$ cat src/rtl/online_mult_pkg.sv
// Shared encodings and configuration check for the online multiplier sequencer.
package online_mult_pkg;

  typedef enum logic [1:0] {
    ST_IDLE = 2'b00,
    ST_INIT = 2'b01,
    ST_RUN  = 2'b10,
    ST_DONE = 2'b11
  } state_e;

  localparam logic [1:0] DIG_POS  = 2'b10;
  localparam logic [1:0] DIG_NEG  = 2'b01;
  localparam logic [1:0] DIG_ZERO = 2'b00;

  function automatic bit params_ok(input int n, input int delta, input int addr_w);
    return (n >= 1) && (n <= 120) && (delta >= 1) && (delta <= 7) &&
           (addr_w >= 1) && (addr_w <= 30) && ((n + delta) <= (1 << addr_w));
  endfunction

endpackage

$ cat src/rtl/online_mult_sequencer_sanitize.sv
// Signed-digit sanitizer: the unused {1,1} code is forced to zero and flagged.
module sd_digit_sanitize
  import online_mult_pkg::*;
(
  input  logic [1:0] digit,
  output logic [1:0] clean,
  output logic       illegal
);

  assign illegal = (digit == (DIG_POS | DIG_NEG));
  assign clean   = illegal ? DIG_ZERO : digit;

endmodule

$ cat src/rtl/online_mult_sequencer.sv
// Iteration sequencer for the radix-2 online multiplier: paces digit streams,
// drives the datapath controls and residual RAM addressing.
module online_mult_sequencer
  import online_mult_pkg::*;
#(
  parameter int N_DIGITS = 8,
  parameter int DELTA    = 3,
  parameter int ADDR_W   = 7
) (
  input  logic              clk,
  input  logic              rst_n,
  input  logic              start,
  input  logic              abort,
  input  logic [1:0]        x_digit,
  input  logic [1:0]        y_digit,
  input  logic              in_valid,
  output logic              in_ready,
  input  logic [1:0]        p_digit,
  output logic [1:0]        dp_x,
  output logic [1:0]        dp_y,
  output logic              dp_clear,
  output logic              dp_enable,
  output logic              dp_we,
  output logic [1:0]        dp_state,
  output logic [ADDR_W-1:0] cycle,
  output logic [ADDR_W-1:0] wr_addr,
  output logic [ADDR_W-1:0] rd_addr,
  output logic [1:0]        out_digit,
  output logic              out_valid,
  input  logic              out_ready,
  output logic              busy,
  output logic              done,
  output logic              proto_err
);

  if (!params_ok(N_DIGITS, DELTA, ADDR_W)) begin : g_bad_cfg
    $error("online_mult_sequencer: illegal N_DIGITS/DELTA/ADDR_W");
  end

  localparam logic [ADDR_W-1:0] N_L    = ADDR_W'(N_DIGITS);
  localparam logic [ADDR_W-1:0] D_L    = ADDR_W'(DELTA);
  localparam logic [ADDR_W-1:0] LAST_L = ADDR_W'(N_DIGITS + DELTA - 1);
  localparam logic [ADDR_W-1:0] ONE_L  = ADDR_W'(1);

  state_e            state;
  logic [ADDR_W-1:0] cycle_q;
  logic              proto_err_q;

  // lane 1 = x, lane 0 = y
  logic [1:0][1:0] raw_dig, san_dig;
  logic [1:0]      illegal;

  assign raw_dig = {x_digit, y_digit};

  for (genvar i = 0; i < 2; i++) begin : g_san
    sd_digit_sanitize u_san (
      .digit   (raw_dig[i]),
      .clean   (san_dig[i]),
      .illegal (illegal[i])
    );
  end

  logic run, head, emit, step;

  assign run  = (state == ST_RUN);
  assign head = run && (cycle_q < N_L);
  assign emit = run && (cycle_q >= D_L);
  // Both handshakes retire in the same step, keeping input and output counts locked.
  assign step = run && !abort && (!head || in_valid) && (!emit || out_ready);

  assign in_ready  = head && (!emit || out_ready);
  assign out_valid = emit && (!head || in_valid);
  assign out_digit = out_valid ? p_digit : DIG_ZERO;
  assign dp_x      = head ? san_dig[1] : DIG_ZERO;
  assign dp_y      = head ? san_dig[0] : DIG_ZERO;
  assign dp_enable = step;
  assign dp_we     = step;
  assign dp_clear  = (state == ST_INIT);
  assign dp_state  = state;
  assign busy      = (state != ST_IDLE);
  assign done      = (state == ST_DONE);
  assign proto_err = proto_err_q;
  assign cycle     = cycle_q;
  assign wr_addr   = cycle_q;
  assign rd_addr   = (cycle_q == '0) ? '0 : cycle_q - ONE_L;

  always_ff @(posedge clk or negedge rst_n) begin
    if (!rst_n) begin
      state       <= ST_IDLE;
      cycle_q     <= '0;
      proto_err_q <= 1'b0;
    end else begin
      case (state)
        ST_IDLE: if (start) state <= ST_INIT;
        ST_INIT: begin
          cycle_q     <= '0;
          proto_err_q <= 1'b0;
          state       <= abort ? ST_IDLE : ST_RUN;
        end
        ST_RUN: begin
          if (abort) begin
            state   <= ST_IDLE;
            cycle_q <= '0;
          end else if (step) begin
            cycle_q <= cycle_q + ONE_L;
            if (head && (|illegal)) proto_err_q <= 1'b1;
            if (cycle_q == LAST_L) state <= ST_DONE;
          end
        end
        ST_DONE: begin
          state   <= ST_IDLE;
          cycle_q <= '0;
        end
        default: state <= ST_IDLE;
      endcase
    end
  end

endmodule

$ cat config.mk
export PLATFORM = sky130hd
export DESIGN_NAME = online_mult_sequencer
export DESIGN_NICKNAME = d
export VERILOG_FILES = /design/src/rtl/online_mult_pkg.sv /design/src/rtl/online_mult_sequencer_sanitize.sv /design/src/rtl/online_mult_sequencer.sv
export SDC_FILE = /design/constraint.sdc
export NUM_CORES = 1
export LEC_CHECK = 0
export ABC_AREA = 1
export CORE_AREA = 4 4 64 49
export CTS_CLUSTER_SIZE = 30
export DETAILED_ROUTE_END_ITERATION = 10
export DIE_AREA = 0 0 68 53
export PLACE_DENSITY_LB_ADDON = 0.12
export SYNTH_ARGS = -nofsm -noshare
export SYNTH_HDL_FRONTEND = slang
export SYNTH_SLANG_ARGS = --single-unit
export TNS_END_PERCENT = 50
$ cat constraint.sdc
create_clock -name clk -period 1.9 [get_ports clk]
set_input_delay 0.19 -clock clk [delete_from_list [all_inputs] [get_ports clk]]
set_output_delay 0.19 -clock clk [all_outputs]
set_load 0.005 [all_outputs]
==> reports/metrics.yaml, run 1 <==
outcome: "finished, final reports clean"
syn-num-nets: 156
pwr-share-clk: 0.086
drc_errors: 0
final_common_cell: "clkdlybuf4s50_1"
r2r-end: "cycle[0]"
first_iter_violations: 45
utilization: 0.687
required_ns: 1.71
hold_viol: 0
worst_pin_slew_ns: 0.484
grt_pass1_wl_um: 4760
finClkSkew_ns: 0.00429
total_power_mw: 1.78
die_h_um: 53
ys_seq_area_frac: 0.266
worstSetupStartpointType: "flop"
fmax_ghz: 0.535
seqPwrFrac: 0.165
groute.layer.met1.usage: 0.236
core_mm2: 0.00260
port_buffers: 48
grt_util_met2: 0.286
drv_cap: 0
fill_cells: 208
grtUsageTotal: 0.177
reg2reg_slack_ns: 0.20
grt-busiest-layer: "met2"
drv_slew: 0
setup_viol: 0
p_sw_frac: 0.407
synth_area_leader_cell: "dfrtp_1"
cts_buffers: 3
diodes: 0
antenna_found_initial: 0
die_area_mm2: 0.00360
final_cell_count_no_fill: 251
cts_sinks: 10
wirelength_um: 3240
drtPass1Iterations: 4
ir_worst_vdd_mv: 0.799
use_met3: 0.0510
io_pins: 49
htreeDepth: 1
crit_path_max_fanout: 4
switchingPower_mw: 0.724
worstSetupPathType: "flop to output pin"
mostFrequentLayoutCells: "33 x clkdlybuf4s50_1, 28 x buf_4, 22 x nand2_1, 18 x inv_1"
slew_headroom: 0.676
final_area_mm2: 0.00179
clkTransAtPathRegs_ns: 0.07
postSynthAreaPerCell_um2: 6.67
rr_worst_depth: 13
fin_setup_tns_ns: 0
synth_area_leaders: "dfrtp_1 27%, nand2_1 11%, inv_1 8.4%"
drt-vias-per-instance: 4.78
rows: 16
die_w_um: 68
fin_crit_sh: 0.984
cts.path.max_buffers: 2
p_leak_nw: 0.983
netlist_instances: 141
place_inst: 233
vias: 1199
dpl.hpwl_um: 2240
ys_seq_elements: 10
rsz0062_at_grt: "yes"
yosys.cell_types.count: 23
hold_class: "primary input to async pin"
ant_nets: 0
power_frac_comb: 0.749
final_nets: 232
routedWlPerCell_um: 12.9
synthesis.area_um2: 941
clk_latency_ns: 0.27
cp.arrival_ns: 1.68
grt-ovfl-total: 0
syn2layout_area_growth_pct: 89.9
synth_warnings: 0
cp-end-kind: "output pin"
post_dp_cell_area_mm2: 0.00153
initial_core_util: 0.362
r2r-start: "cycle[0]"
yosys.area.top_type_share: 0.266
powerDensity_mw_per_mm2: 996
gp_congestion: 0.833
drive_above_1_share: 0.400
first_global_vias: 1032
grt_max_degree: 11
cts_tree: "done"
cts_root_buf: "clkbuf_4"
power.internal_mw: 1.06
min_period_ns: 1.87
## registers in the layout (all words and copies together) (netlist names)
name,cells
dp_state,2
cycle,7
proto_err,1
## power groups by stage
stage               registers [mW]  clock network (mW)  logic, mW
finish                       0.293               0.153       1.33
global route                 0.298               0.171       1.46
CTS                          0.287               0.155       1.16
detailed placement           0.291                   0      0.986
global placement             0.289                   0      0.976
floorplan                    0.320                   0      0.418
## metrics by stage
stage                     setup WS (ns)  hold WS (ns)
after detailed placement        -0.0690         0.514
after CTS                        -0.148         0.267
after floorplan                   0.351        -0.106
after global placement           0.0222         0.502
after global routing            -0.0725         0.272
final                            0.0311         0.244
## area by class of cell
cell class / count / area [um2] / area share
inverter: 24 / 90.1 / 0.0504
timing repair buffer: 81 / 706 / 0.395
tap: 36 / 45.0 / 0.0252
sequential: 10 / 255 / 0.143
clock buffer: 3 / 22.5 / 0.0126
multi-input combinational: 97 / 668 / 0.374
## worst max-delay path: stages (launching register included)
cell and delay (ns):
dfrtp_1 0.41, inv_2 0.09, ha_4 0.15, nand2_4 0.06, nor2_4 0.12, nand3_4 0.10, nor2_4 0.15, buf_6 0.12
buf_6 0.08, nor2_2 0.02, buf_2 0.11
## routing by layer
| layer | share of wire | up-vias |
|---|---|---|
| met3 | 0.077 | 4 |
| met5 | 0 | - |
| met2 | 0.47 | 48 |
| met1 | 0.44 | 562 |
| li1 | - | 585 |
| met4 | 0.0099 | 0 |
## synthesized netlist by cell type
master    instances
nor2_8            1
xor2_1            4
nor2_1           20
nor2_2            1
dfrtp_1          10
inv_1            21
o21bai_1          2
o22ai_1           2
o21ai_0           4
nand3_4           1
ha_1              3
nor2_4            1
a31oi_1           1
nor3_1            8
inv_2             3
nand2_4           3
buf_4             8
or2_2             1
nand4_1           2
a21oi_1           1
nand3_1          15
buf_2             2
nand2_1          27
## kinds of logic (layout without fill, tap and decap cells)
kind of cell | count (synthesis) | count (layout) | synth area share
xor+xnor | 4 | 4 | 0.0372
buf+inv | 34 | 108 | 0.170
flops | 10 | 10 | 0.266
simple gates | 80 | 80 | 0.424
compound gates | 10 | 10 | 0.0625
fa+ha+maj | 3 | 3 | 0.0399
## worst max path at each step
stage | start | to | slack, ns
6_report | cycle[0] | rd_addr[1] | 0.03
5_1_grt | cycle[0] | rd_addr[1] | -0.07
4_1_cts | cycle[0] | rd_addr[1] | -0.15
3_5_place_dp | cycle[0] | rd_addr[4] | -0.07
3_3_place_gp | cycle[0] | dp_we | 0.02
2_1_floorplan | cycle[0] | dp_we | 0.35
## what timing repair did
item                                    CTS  global route
endpoints found under the hold margin     0             0
hold buffers                              0             0
endpoints found under the setup margin   16            15
gates resized for setup                  38            46
pin swaps                                10            12
buffers inserted                          9             9
Power figures use the tool's default switching activity.
==> inputs of run 2 (changes only) <==
--- a/config.mk
+++ b/config.mk
@@ -11,7 +11,8 @@
 export DETAILED_ROUTE_END_ITERATION = 10
 export DIE_AREA = 0 0 68 53
 export PLACE_DENSITY_LB_ADDON = 0.12
+export SETUP_SLACK_MARGIN = 0.1
 export SYNTH_ARGS = -nofsm -noshare
 export SYNTH_HDL_FRONTEND = slang
 export SYNTH_SLANG_ARGS = --single-unit
-export TNS_END_PERCENT = 50
+export TNS_END_PERCENT = 100
==> run 2 against run 1 <==
Net effect:
- setup slack better by 0.0031 ns
- cell count up 1.2%
- wire length up 1.2%
- final area up 2.6%
- core utilization up 1.8 points
- sequential share of layout area down 0.36 points
- sequential power about the same
- first-iteration DRC count down 40%
- count of clock-buffer cells in the layout unchanged
- critical path type unchanged
==> reports/metrics.yaml, run 2 (same netlist as run 1, synthesis figures left out) <==
required_ns: 1.71  # about the same
grtUsageTotal: 0.193  # was 0.177
grt_util_met2: 0.325  # was 0.286
crit_path_max_fanout: 3  # was 4
outcome: "finished, final reports clean"  # unchanged
dpl.hpwl_um: 2240  # unchanged
cp.arrival_ns: 1.68  # about the same
wirelength_um: 3280  # was 3240 um
drv_cap: 0  # unchanged
io_pins: 49  # unchanged
r2r-start: "cycle[0]"  # unchanged
fin_crit_sh: 0.982  # was 0.984
fill_cells: 217  # was 208
htreeDepth: 1  # unchanged
cp-end-kind: "output pin"  # unchanged
drtPass1Iterations: 4  # unchanged
slew_headroom: 0.667  # was 0.676
cts.path.max_buffers: 2  # unchanged
worstSetupPathType: "flop to output pin"  # unchanged
largest_register_ffs: 7  # unchanged
grt-ovfl-total: 0  # unchanged
cts_buffers: 3  # unchanged
crit_start: "cycle[0]"  # unchanged
final_common_cell: "clkdlybuf4s50_1"  # unchanged
port_buffers: 48  # unchanged
antenna_found_initial: 0  # unchanged
fmax_ghz: 0.536  # was 0.535 GHz
first_iter_violations: 27  # was 45
setup_viol: 0  # unchanged
initial_core_util: 0.362  # unchanged
syn2layout_area_growth_pct: 94.8  # was 89.9%
routedWlPerCell_um: 12.9  # about the same
fin_setup_tns_ns: 0  # unchanged
gp_congestion: 0.833  # unchanged
final_nets: 235  # was 232
rows: 16  # unchanged
groute.layer.met1.usage: 0.249  # was 0.236
grt_pass1_wl_um: 5160  # was 4760 um
mostFrequentLayoutCells: "31 x clkdlybuf4s50_1, 30 x buf_4, 22 x nand2_1, 19 x inv_1"  # was 33 x clkdlybuf4s50_1, 28 x buf_4, 22 x nand2_1, 18 x inv_1
clkTransAtPathRegs_ns: 0.07  # about the same
grt-busiest-layer: "met2"  # unchanged
rsz0062_at_grt: "yes"  # unchanged
drv_slew: 0  # unchanged
ir_worst_vdd_mv: 0.820  # was 0.799 mV
clk_latency_ns: 0.27  # about the same
hold_ws_ns: 0.257  # was 0.244 ns
core_mm2: 0.00260  # unchanged
reg2reg_slack_ns: 0.12  # was 0.20 ns
drt-vias-per-instance: 4.68  # was 4.78
use_met3: 0.0510  # unchanged
hold_viol: 0  # unchanged
ant_nets: 0  # unchanged
die_area_mm2: 0.00360  # unchanged
diodes: 0  # unchanged
cts_root_buf: "clkbuf_4"  # unchanged
die_w_um: 68  # unchanged
finClkSkew_ns: 0.00358  # was 0.00429 ns
worstSetupEndpoint: "dp_we"  # was rd_addr[1]
die_h_um: 53  # unchanged
r2r-end: "cycle[0]"  # unchanged
cts_sinks: 10  # unchanged
vias: 1188  # was 1199
min_period_ns: 1.87  # about the same
p_leak_nw: 0.970  # was 0.983 nW
drive_above_1_share: 0.422  # was 0.400
first_global_vias: 1134  # was 1032
powerDensity_mw_per_mm2: 976  # was 996 mW/mm2
total_power_mw: 1.79  # was 1.78 mW
rr_worst_depth: 14  # was 13
worst_pin_slew_ns: 0.498  # was 0.484 ns
drc_errors: 0  # unchanged
grt_max_degree: 11  # unchanged
hold_class: "primary input to async pin"  # unchanged
cts_tree: "done"  # unchanged
worstSetupStartpointType: "flop"  # unchanged
[run 2: cell types whose count changed in the layout (fill, tap and decap cells not counted), moves of 2 or more]
cell,delta
clkbuf_2,-5
buf_2,+4
buf_6,+3
dlygate4sd2_1,+3
dlymetal6s2s_1,-3
buf_4,+2
clkdlybuf4s50_1,-2
inv_2,-2
[run 2: what timing repair did]
item                       4_1_cts  5_1_grt
hold buffers                     0        0
buffers inserted                18        3
pin swaps                       20       12
gates resized for setup         70       32
setup endpoints to repair       17       24
[run 2: per-stage QoR]
| step | util | worst slack [ns] | cells | area [um2] |
|---|---|---|---|---|
| 3_3_place_gp | 0.588 | 0.0222 | 233 | 1530 |
| 2_1_floorplan | - | 0.351 | 141 | 941 |
| 6_report | 0.704 | 0.0342 | 254 | 1830 |
| 3_5_place_dp | 0.588 | -0.0690 | 233 | 1530 |
| 4_1_cts | 0.669 | -0.0709 | 254 | 1740 |
| 5_1_grt | 0.704 | -0.0726 | 254 | 1830 |
[run 2: how the worst min path moves through the flow]
stage	slack, ns	cells after the start	to
final	0.26	1	dp_state[1]
after detailed placement	0.51	2	proto_err
after CTS	0.27	1	dp_state[0]
after global placement	0.50	2	proto_err
after floorplan	-0.11	0	cycle[0]
after global routing	0.27	1	dp_state[1]
[run 2: report_power, final]
group          internal (mW)  switching, mW  total (mW)
registers              0.250         0.0395       0.290
logic                  0.730          0.622        1.35
clock network         0.0732         0.0745       0.148
[run 2: cell type report]
cell class	count	area (um2)	share of cell area
repair buffers	84	728	0.397
multi-input cells	97	689	0.376
inverters	24	92.6	0.0505
flip-flops and latches	10	255	0.139
well taps	36	45.0	0.0246
clock buffers	3	22.5	0.0123
[run 2: critical path: stages (launching register included)]
cell and delay [ns]:
dfrtp_1 0.42, buf_6 0.14, ha_4 0.16, nor2_4 0.11, nand2_2 0.06, inv_2 0.07, nand2_4 0.06, buf_6 0.12
nand3_4 0.07, nand2_4 0.05, inv_4 0.07, buf_6 0.09
[run 2: per-layer routing]
layer  vias up  wire length [um]  share of wire
li1        591                 -              -
met1       555              1470           0.45
met2        40              1580           0.48
met3         2               215          0.066
met4         0                13         0.0040
met5         -                 0              0
